**src/rtl/tl_c_pkg.sv**
```systemverilog
// rtl/tl_c_pkg.sv - shared types and helpers for the TileLink channel C monitor
package tl_c_pkg;

  localparam int MAX_SIZE_DEF = 6;

  typedef enum logic [2:0] {
    OP_PROBE_ACK      = 3'd4,
    OP_PROBE_ACK_DATA = 3'd5,
    OP_RELEASE        = 3'd6,
    OP_RELEASE_DATA   = 3'd7
  } tlCOpcode_e;

  typedef struct packed {
    logic [2:0]  opcode;
    logic [2:0]  param;
    logic [3:0]  size;
    logic        source;
    logic [31:0] address;
  } tlCHdr_t;

  typedef struct packed {
    tlCHdr_t     hdr;
    logic [4:0]  beats;
    logic [31:0] csum;
    logic        corrupt;
    logic        err;
  } tlCRec_t;

  // Beats a message occupies on the 32-bit channel; size must already be clamped.
  function automatic logic [4:0] exp_beats(input logic [2:0] opcode, input logic [3:0] size);
    if (!opcode[0] || size <= 4'd2) begin
      return 5'd1;
    end
    return 5'd1 << (size - 4'd2);
  endfunction

endpackage

```
**src/rtl/tl_c_rec_fifo.sv**
```systemverilog
// rtl/tl_c_rec_fifo.sv - record FIFO with registered full/empty status
module tl_c_rec_fifo
  import tl_c_pkg::*;
#(
  parameter int DEPTH = 4
) (
  input  logic    clock,
  input  logic    reset_n,
  input  logic    pushValid,
  input  tlCRec_t pushRec,
  input  logic    popReady,
  output logic    headValid,
  output tlCRec_t headRec,
  output logic    full
);

  localparam int AW = (DEPTH > 1) ? $clog2(DEPTH) : 1;

  tlCRec_t        mem [DEPTH];
  logic [AW-1:0]  wrPtr;
  logic [AW-1:0]  rdPtr;
  logic [AW:0]    count;
  logic [AW:0]    countNext;
  logic           empty;
  logic           doPush;
  logic           doPop;

  // A push is refused when full even if the head pops this cycle.
  assign doPush    = pushValid && !full;
  assign doPop     = !empty && popReady;
  assign headValid = !empty;
  assign headRec   = mem[rdPtr];

  // Occupancy after this cycle's push/pop.
  always_comb begin
    countNext = count;
    case ({doPush, doPop})
      2'b10:   countNext = count + 1'b1;
      2'b01:   countNext = count - 1'b1;
      default: countNext = count;
    endcase
  end

  // Pointers, occupancy and registered status flags.
  always_ff @(posedge clock or negedge reset_n) begin
    if (!reset_n) begin
      wrPtr <= '0;
      rdPtr <= '0;
      count <= '0;
      full  <= 1'b0;
      empty <= 1'b1;
    end else begin
      if (doPush) wrPtr <= wrPtr + 1'b1;
      if (doPop)  rdPtr <= rdPtr + 1'b1;
      count <= countNext;
      full  <= (countNext == DEPTH[AW:0]);
      empty <= (countNext == '0);
    end
  end

  // Storage is cleared on reset so the head reads as zero while empty.
  always_ff @(posedge clock or negedge reset_n) begin
    if (!reset_n) begin
      for (int i = 0; i < DEPTH; i++) begin
        mem[i] <= '0;
      end
    end else if (doPush) begin
      mem[wrPtr] <= pushRec;
    end
  end

endmodule

```
**src/rtl/tl_c_msg_monitor.sv**
```systemverilog
// rtl/tl_c_msg_monitor.sv - passive channel C message assembler and checker
module tl_c_msg_monitor
  import tl_c_pkg::*;
#(
  parameter int FIFO_DEPTH = 4,
  parameter int MAX_SIZE   = MAX_SIZE_DEF
) (
  input  logic        clock,
  input  logic        reset_n,
  input  logic        c_valid,
  input  logic        c_ready,
  input  logic [2:0]  c_opcode,
  input  logic [2:0]  c_param,
  input  logic [3:0]  c_size,
  input  logic        c_source,
  input  logic [31:0] c_address,
  input  logic [31:0] c_data,
  input  logic        c_corrupt,
  output logic        rec_valid,
  input  logic        rec_ready,
  output logic [2:0]  rec_opcode,
  output logic [2:0]  rec_param,
  output logic [3:0]  rec_size,
  output logic        rec_source,
  output logic [31:0] rec_address,
  output logic [4:0]  rec_beats,
  output logic [31:0] rec_csum,
  output logic        rec_corrupt,
  output logic        rec_err,
  output logic [15:0] drop_count,
  output logic [15:0] err_count
);

  typedef enum logic {IDLE, BURST} state_e;

  state_e      state;
  state_e      stateNext;

  tlCHdr_t     curHdr;
  tlCHdr_t     hdrReg;
  logic [31:0] csumReg;
  logic        corruptReg;
  logic        errReg;
  logic [4:0]  beatCnt;
  logic [4:0]  expReg;

  logic        fire;
  logic [3:0]  sizeClamped;
  logic [4:0]  beatsNow;
  logic [31:0] alignMask;
  logic [31:0] dataNow;
  logic        hdrErr;
  logic        hdrMismatch;

  logic        done;
  logic        latchFirst;
  logic        accumBeat;
  tlCRec_t     doneRec;

  logic        fifoFull;
  tlCRec_t     headRec;

  assign fire        = c_valid && c_ready;
  assign curHdr      = {c_opcode, c_param, c_size, c_source, c_address};
  assign sizeClamped = (c_size > MAX_SIZE[3:0]) ? MAX_SIZE[3:0] : c_size;
  assign beatsNow    = exp_beats(c_opcode, sizeClamped);
  assign alignMask   = (32'd1 << c_size) - 32'd1;
  assign dataNow     = c_opcode[0] ? c_data : 32'd0;
  assign hdrErr      = (c_opcode < OP_PROBE_ACK) || (c_size > MAX_SIZE[3:0]) ||
                       ((c_address & alignMask) != 32'd0) || (c_param > 3'd5);
  assign hdrMismatch = (curHdr != hdrReg);

  // FSM state register.
  always_ff @(posedge clock or negedge reset_n) begin
    if (!reset_n) begin
      state <= IDLE;
    end else begin
      state <= stateNext;
    end
  end

  // Next state and the completed record, built from latched state plus the current beat.
  always_comb begin
    stateNext  = state;
    done       = 1'b0;
    latchFirst = 1'b0;
    accumBeat  = 1'b0;
    doneRec    = '0;
    case (state)
      IDLE: begin
        if (fire) begin
          latchFirst = 1'b1;
          if (beatsNow == 5'd1) begin
            done            = 1'b1;
            doneRec.hdr     = curHdr;
            doneRec.beats   = 5'd1;
            doneRec.csum    = dataNow;
            doneRec.corrupt = c_corrupt;
            doneRec.err     = hdrErr;
          end else begin
            stateNext = BURST;
          end
        end
      end
      BURST: begin
        if (fire) begin
          accumBeat = 1'b1;
          if (beatCnt + 5'd1 == expReg) begin
            done            = 1'b1;
            stateNext       = IDLE;
            doneRec.hdr     = hdrReg;
            doneRec.beats   = beatCnt + 5'd1;
            doneRec.csum    = csumReg ^ c_data;
            doneRec.corrupt = corruptReg | c_corrupt;
            doneRec.err     = errReg | hdrMismatch;
          end
        end
      end
      default: stateNext = IDLE;
    endcase
  end

  // Header latch and running checksum/flags for the message in flight.
  always_ff @(posedge clock or negedge reset_n) begin
    if (!reset_n) begin
      hdrReg     <= '0;
      csumReg    <= '0;
      corruptReg <= 1'b0;
      errReg     <= 1'b0;
      beatCnt    <= '0;
      expReg     <= '0;
    end else if (latchFirst) begin
      hdrReg     <= curHdr;
      csumReg    <= dataNow;
      corruptReg <= c_corrupt;
      errReg     <= hdrErr;
      beatCnt    <= 5'd1;
      expReg     <= beatsNow;
    end else if (accumBeat) begin
      csumReg    <= csumReg ^ c_data;
      corruptReg <= corruptReg | c_corrupt;
      errReg     <= errReg | hdrMismatch;
      beatCnt    <= beatCnt + 5'd1;
    end
  end

  // Saturating drop and error counters; errors count whether or not the record is kept.
  always_ff @(posedge clock or negedge reset_n) begin
    if (!reset_n) begin
      drop_count <= '0;
      err_count  <= '0;
    end else begin
      if (done && fifoFull && drop_count != 16'hFFFF) begin
        drop_count <= drop_count + 16'd1;
      end
      if (done && doneRec.err && err_count != 16'hFFFF) begin
        err_count <= err_count + 16'd1;
      end
    end
  end

  tl_c_rec_fifo #(
    .DEPTH(FIFO_DEPTH)
  ) u_fifo (
    .clock    (clock),
    .reset_n  (reset_n),
    .pushValid(done),
    .pushRec  (doneRec),
    .popReady (rec_ready),
    .headValid(rec_valid),
    .headRec  (headRec),
    .full     (fifoFull)
  );

  assign rec_opcode  = headRec.hdr.opcode;
  assign rec_param   = headRec.hdr.param;
  assign rec_size    = headRec.hdr.size;
  assign rec_source  = headRec.hdr.source;
  assign rec_address = headRec.hdr.address;
  assign rec_beats   = headRec.beats;
  assign rec_csum    = headRec.csum;
  assign rec_corrupt = headRec.corrupt;
  assign rec_err     = headRec.err;

endmodule

```
**config.mk**
```make
export PLATFORM = sky130hd
export DESIGN_NAME = tl_c_msg_monitor
export DESIGN_NICKNAME = d
export VERILOG_FILES = /design/src/rtl/tl_c_pkg.sv /design/src/rtl/tl_c_rec_fifo.sv /design/src/rtl/tl_c_msg_monitor.sv
export SDC_FILE = /design/constraint.sdc
export NUM_CORES = 1
export LEC_CHECK = 0
export BUFFER_PORTS_ARGS = -buffer_cell sky130_fd_sc_hd__buf_4
export CAP_MARGIN = 10
export CELL_PAD_IN_SITES_DETAIL_PLACEMENT = 1
export CELL_PAD_IN_SITES_GLOBAL_PLACEMENT = 2
export CORE_ASPECT_RATIO = 0.6
export CORE_MARGIN = 2
export CORE_UTILIZATION = 40
export DETAILED_ROUTE_END_ITERATION = 8
export GPL_ROUTABILITY_DRIVEN = 0
export GPL_TIMING_DRIVEN = 0
export PLACE_DENSITY = 0.77
export SLEW_MARGIN = 40
export SYNTH_ARGS = -nofsm -noshare
export SYNTH_HDL_FRONTEND = slang
export SYNTH_SLANG_ARGS = --single-unit
```
**constraint.sdc**
```tcl
create_clock -name clock -period 6.9 [get_ports clock]
set_clock_uncertainty 0.2 [all_clocks]
set_input_delay 2.07 -clock clock [delete_from_list [all_inputs] [get_ports clock]]
set_output_delay 2.07 -clock clock [all_outputs]
set_load 0.02 [all_outputs]
```
Word level (Yosys, flattened, before mapping)
Cells that the tools add are included.

operators by class
  add/sub/neg operators = 9
  $lt $le $gt $ge = 7
  equality and inequality tests = 8
  shifts and indexed selects = 2
  muxes and demuxes = 38
  bitwise logic cells = 7
  reductions and logical operators = 18

operators by type and width
  operator                 number
  $mux W82                 7
  $bwmux W328              1
  $bmux W82 S2             1
  $demux W82 S2            1
  $pmux W82 S2             1
  $mux W32                 3
  $ne A43 B43 Y1           1
  $add A16 B1 Y16 const B  2
  $and A32 B32 Y32         1
  $ne A16 B16 Y1 const B   2
  $reduce_bool A32 Y1      1
  $shl A1 B4 Y32 const A   1
  $sub A32 B1 Y32 const B  1
  $xor A32 B32 Y32         1
  $mux W5                  4
  $mux W1                  16
  $logic_and A1 B1 Y1      8
  $ge A3 B3 Y1 const B     2
  $not A2 Y3               2
  $pmux W3 S2              1
  $add A5 B1 Y5 const B    1
  $eq A5 B1 Y1 const B     1
  $eq A5 B5 Y1             1
  $shl A1 B4 Y5 const A    1
  other kinds (20)         28

storage, ports and cells
  bits in registers = 457
  input port bits = 81
  word-level logic and storage cells = 143

Logic depth before layout (Yosys ltp)
  depth after elaboration = 14
  depth in mapped cells = 16

Hierarchy
A second synthesis with hierarchy kept.

second synthesis, totals
  cell total of the unflattened synthesis = 1687
  area total of the unflattened synthesis = 23706.5 um2

by module, submodules not included
  module            instances  cells an instance  area an instance (um2)  sequential area each (um2)
  tl_c_rec_fifo     1          833                16266.9                 8434.3
  tl_c_msg_monitor  1          854                7439.6                  3002.9

Least setup slack after synthesis
No wires, ideal clock.

  path type = input-to-reg
  start = input c_valid
  end = register u_fifo.full
  setup time = 0.073 ns
  data arrival time = 4.931 ns
  data required time = 6.627 ns
  path slack = 1.697 ns
  cell stages on the path = 13
  path buffers = 2
  cells stage by stage = nand3_1 > a2111oi_4 > o2111ai_4 > or2_1 > buf_2 > buf_2 > a21oi_1 > inv_1 > ha_1 > fa_1 > mux2_2 > or2_2 > nor2b_1

on the way
  cells in the longest elaborated chain, start to end = 7

RTL lines
  what                                                 RTL line                                         RTL
  start: declaration                                   tl_c_msg_monitor.sv:10                           input logic c_valid,
  $logic_and A1 B1 Y1 *                                tl_c_msg_monitor.sv:63                           assign fire = c_valid && c_ready;
  $mux W1 (on tied branches)                           tl_c_msg_monitor.sv:106, tl_c_msg_monitor.sv:91
  $pmux W1 S2 *                                        tl_c_msg_monitor.sv:89                           case (state)
  $logic_and A1 B1 Y1 *                                tl_c_rec_fifo.sv:29                              assign doPush = pushValid && !full;
  $eq A2 B1 Y1 / $eq A2 B2 Y1 (equally long branches)  tl_c_rec_fifo.sv:37                              case ({doPush, doPop})
  $pmux W3 S2 *                                        tl_c_rec_fifo.sv:37
  net u_fifo.countNext[1]                              tl_c_rec_fifo.sv:23                              logic [AW:0] countNext;
  $eq A3 B3 Y1 *                                       tl_c_rec_fifo.sv:56                              full <= (countNext == DEPTH[AW:0]);
  end signal: assignment                               tl_c_rec_fifo.sv:56
  end: declaration                                     tl_c_rec_fifo.sv:14                              output logic full

The timed path passes the listed nets; every way through them passes the cells marked *.
A chain may end at the register's enable or synchronous reset.

Worst setup path in the final report
Ends and elaborated chain as after synthesis.

==> impl_metrics.ini <==
[critical_path]
critPathRequiredTime_ps = 7200
r2r-end = u_fifo.full
cp_max_fo = 10
setup.worst_path.end_class = flop
worstSetupPathType = in -> reg
r2r_cells = 14
cp.arrival_ps = 5640
worstSetupStartpointType = primary input
startpoint = c_valid
rrSetupSlack_ps = 2320
r2r_start = beatCnt[1]

[clock_tree]
clkTransAtPathRegs_ps = 60
hold_buffers = 0
cts_num_sinks = 457
clock_latency_ps = 600
cts_repair_resize_count = 0
root_buffer = clkbuf_16
post-cts-setup-buffers = 0
cts_max_path_buffers = 3
cts_tree = done
htreeDepth = 2
cts-buffers-inserted = 47

[logic_synthesis]
synth.distinct_cells = 68
synth_area_leaders = dfrtp_1 (52%), mux2_2 (11%), mux4_2 (8.3%)
ys_warn_count = 0
yosysTopAreaCellShare_pct = 51.5
async_flop_share_pct = 100
yosysMostFrequentCell = dfrtp_1
syn_area_um2 = 22200
syn-num-nets = 1878
syn_avg_cell_area_um2 = 12.4
yosysSeqAreaShare_pct = 51.6
synth_commonest_cells = dfrtp_1 (456), mux2_2 (220), nand2_1 (185)
ys.flop_type = dfrtp_1
synth-seq-cells = 457
synthesis.instances = 1786
synth_edf_count = 0
synth_top_area_cell = dfrtp_1

[route]
routedWlPerCell_um = 24.9
first_iter_violations = 1071
antenna_left = 0
vias = 15700
vias_per_cell = 5.64
remaining_drc_errors = 0
wl_mm = 69.5
drtPass1Iterations = 5

[die]
core-area_um2 = 54400
ios = 196
rows = 66
die_h_um = 186
die_area_um2 = 57400
start_util_pct = 40.7
die-width_um = 308

[pwr]
max-vdd-ir-drop_mv = 0.166
p_comb_share_pct = 23.2
pwr_density_cell_nw_per_um2 = 296
leakage_uw = 0.0126
swShare_pct = 32.3
p_switching_uw = 2510
p_int_uw = 5280
share_seq_of_total_power_pct = 42.1
pwr-share-clk_pct = 34.7
totalPowerFinal_uw = 7790

[min_path]
min_to = u_fifo.mem[102]
hold-path-cell-count = 1
min_from = u_fifo.mem[102]
min_path_type = reg -> reg

[layout]
final_nets = 2128
drive_gt1_share_pct = 32.5
area_growth_pct = 18.9
stdcell_count = 2790

[sta]
finalHoldViolCount = 0
tightest_slew_ps = 905
min_period_ps = 5340
rsz0062_at_grt = no
max_freq_mhz = 187
finalCritPeriodShare_pct = 77.3
slew_violations = 0
fin_tns_setup_ps = 0
hold_ws_ps = 284
setup_viol = 0
setup_ws_ps = 1560
max-slew-margin-rel_pct = 39.0

[global_route]
gr-usage-all-layers_pct = 24.6
grt_max_degree = 81
overflow = 0
antenna_found_initial = 3
grt_pass1_vias = 17100
grt_pass1_wl_mm = 108

[run]
cap_violations = 0

[outcome]
status = complete, no violations

[placed_design]
placed_cells = 2700
place_ws_ps = 1010
dp_hpwl_mm = 50.2
io_buffers = 193
-- power groups by stage --
stage / logic (µW) / clock network [µW] / registers [µW]
6_report: 1800 / 2700 / 3280
5_1_grt: 1960 / 2900 / 3330
4_1_cts: 1820 / 2780 / 3280
3_5_place_dp: 1810 / 0 / 3320
3_3_place_gp: 1740 / 0 / 3300
2_1_floorplan: 1120 / 0 / 3260
-- worst max-delay path, cell delays in order --
cell       delay [ps]
buf_4              90
nand3_1           150
a2111oi_4         410
o2111ai_4         340
or2_1             310
buf_2             180
buf_2             240
a21oi_1           360
inv_1              90
ha_1              240
fa_1              440
mux2_2            280
or2_2             290
nor2b_1           140
-- state kept, by name, indices dropped and copies added, names as in the netlist, 2 cells and up --
signal	cells
u_fifo.wrPtr	2
beatCnt	5
u_fifo.mem	328
expReg	5
err_count	16
hdrReg	43
u_fifo.count	3
u_fifo.rdPtr	2
drop_count	16
csumReg	32
-- cell usage in the layout (no fill, tap or decap), types with 5 or more instances in the layout --
cell type  count
dfrtp_1      456
mux2_2       220
buf_4        211
nand2_1      185
o21ai_0      100
nor2_1        90
mux4_2        82
mux2_1        63
clkbuf_1      57
xor2_1        55
a21oi_1       50
clkbuf_16     48
a22o_1        45
a22oi_1       43
buf_2         37
nor3_1        35
xnor2_1       28
mux2i_1       26
nand3_1       22
inv_1         21
nor2b_1       14
nor4_1        14
clkbuf_8      12
and3_1        10
ha_1          10
nand2b_1       8
clkinv_2       8
buf_16         7
clkbuf_2       6
buf_1          6
o21bai_1       6
buf_6          6
nor3b_1        6
and2_1         6
o211ai_2       6
a21oi_2        5
nand4_1        5
-- cells by family (layout without fill, tap and decap cells) --
| kind of cell | after synthesis | count (layout) | share of synthesized area, % |
|---|---|---|---|
| flops | 457 | 457 | 51.6 |
| xor+xnor | 84 | 84 | 3.39 |
| buf+inv | 143 | 430 | 3.16 |
| compound gates | 291 | 291 | 9.02 |
| fa+ha+maj | 11 | 11 | 0.655 |
| other cells | 0 | 3 | 0 |
| mux | 391 | 391 | 23.9 |
| simple gates | 409 | 409 | 8.26 |
-- how the worst max path moves through the flow --
stage,end,depth (start not counted)
after floorplan,u_fifo.full,13
final,u_fifo.full,14
after CTS,u_fifo.full,14
after global routing,u_fifo.full,14
after global placement,u_fifo.mem[228],1
after detailed placement,u_fifo.full,14
-- metrics by stage --
step / area [µm²] / utilization (%)
CTS: 26300 / 48.4
global route: 26300 / 48.4
global placement: 24500 / 45.0
detailed placement: 24700 / 45.4
floorplan: 22200 / -
finish: 26300 / 48.4
-- per-layer routing --
layer  global-route usage, %  vias to the layer above  part of all wire (%)
li1                        -                     6967                     -
met1                    38.3                     8409                    50
met2                    36.2                      282                    44
met3                    3.79                       73                   3.9
met4                    4.65                        0                   1.6
met5                       0                        -                     0
-- cell type report --
type / instances / area, µm²
fill: 5658 / 28100
sequential: 457 / 11400
multi-input combinational: 1186 / 10000
timing repair buffer: 201 / 1660
clock buffer: 70 / 1400
tap: 714 / 893
buffer: 122 / 639
clock inverter: 16 / 205
inverter: 21 / 78.8
antenna: 3 / 7.51
No activity file was read; power rests on OpenSTA's default activity.
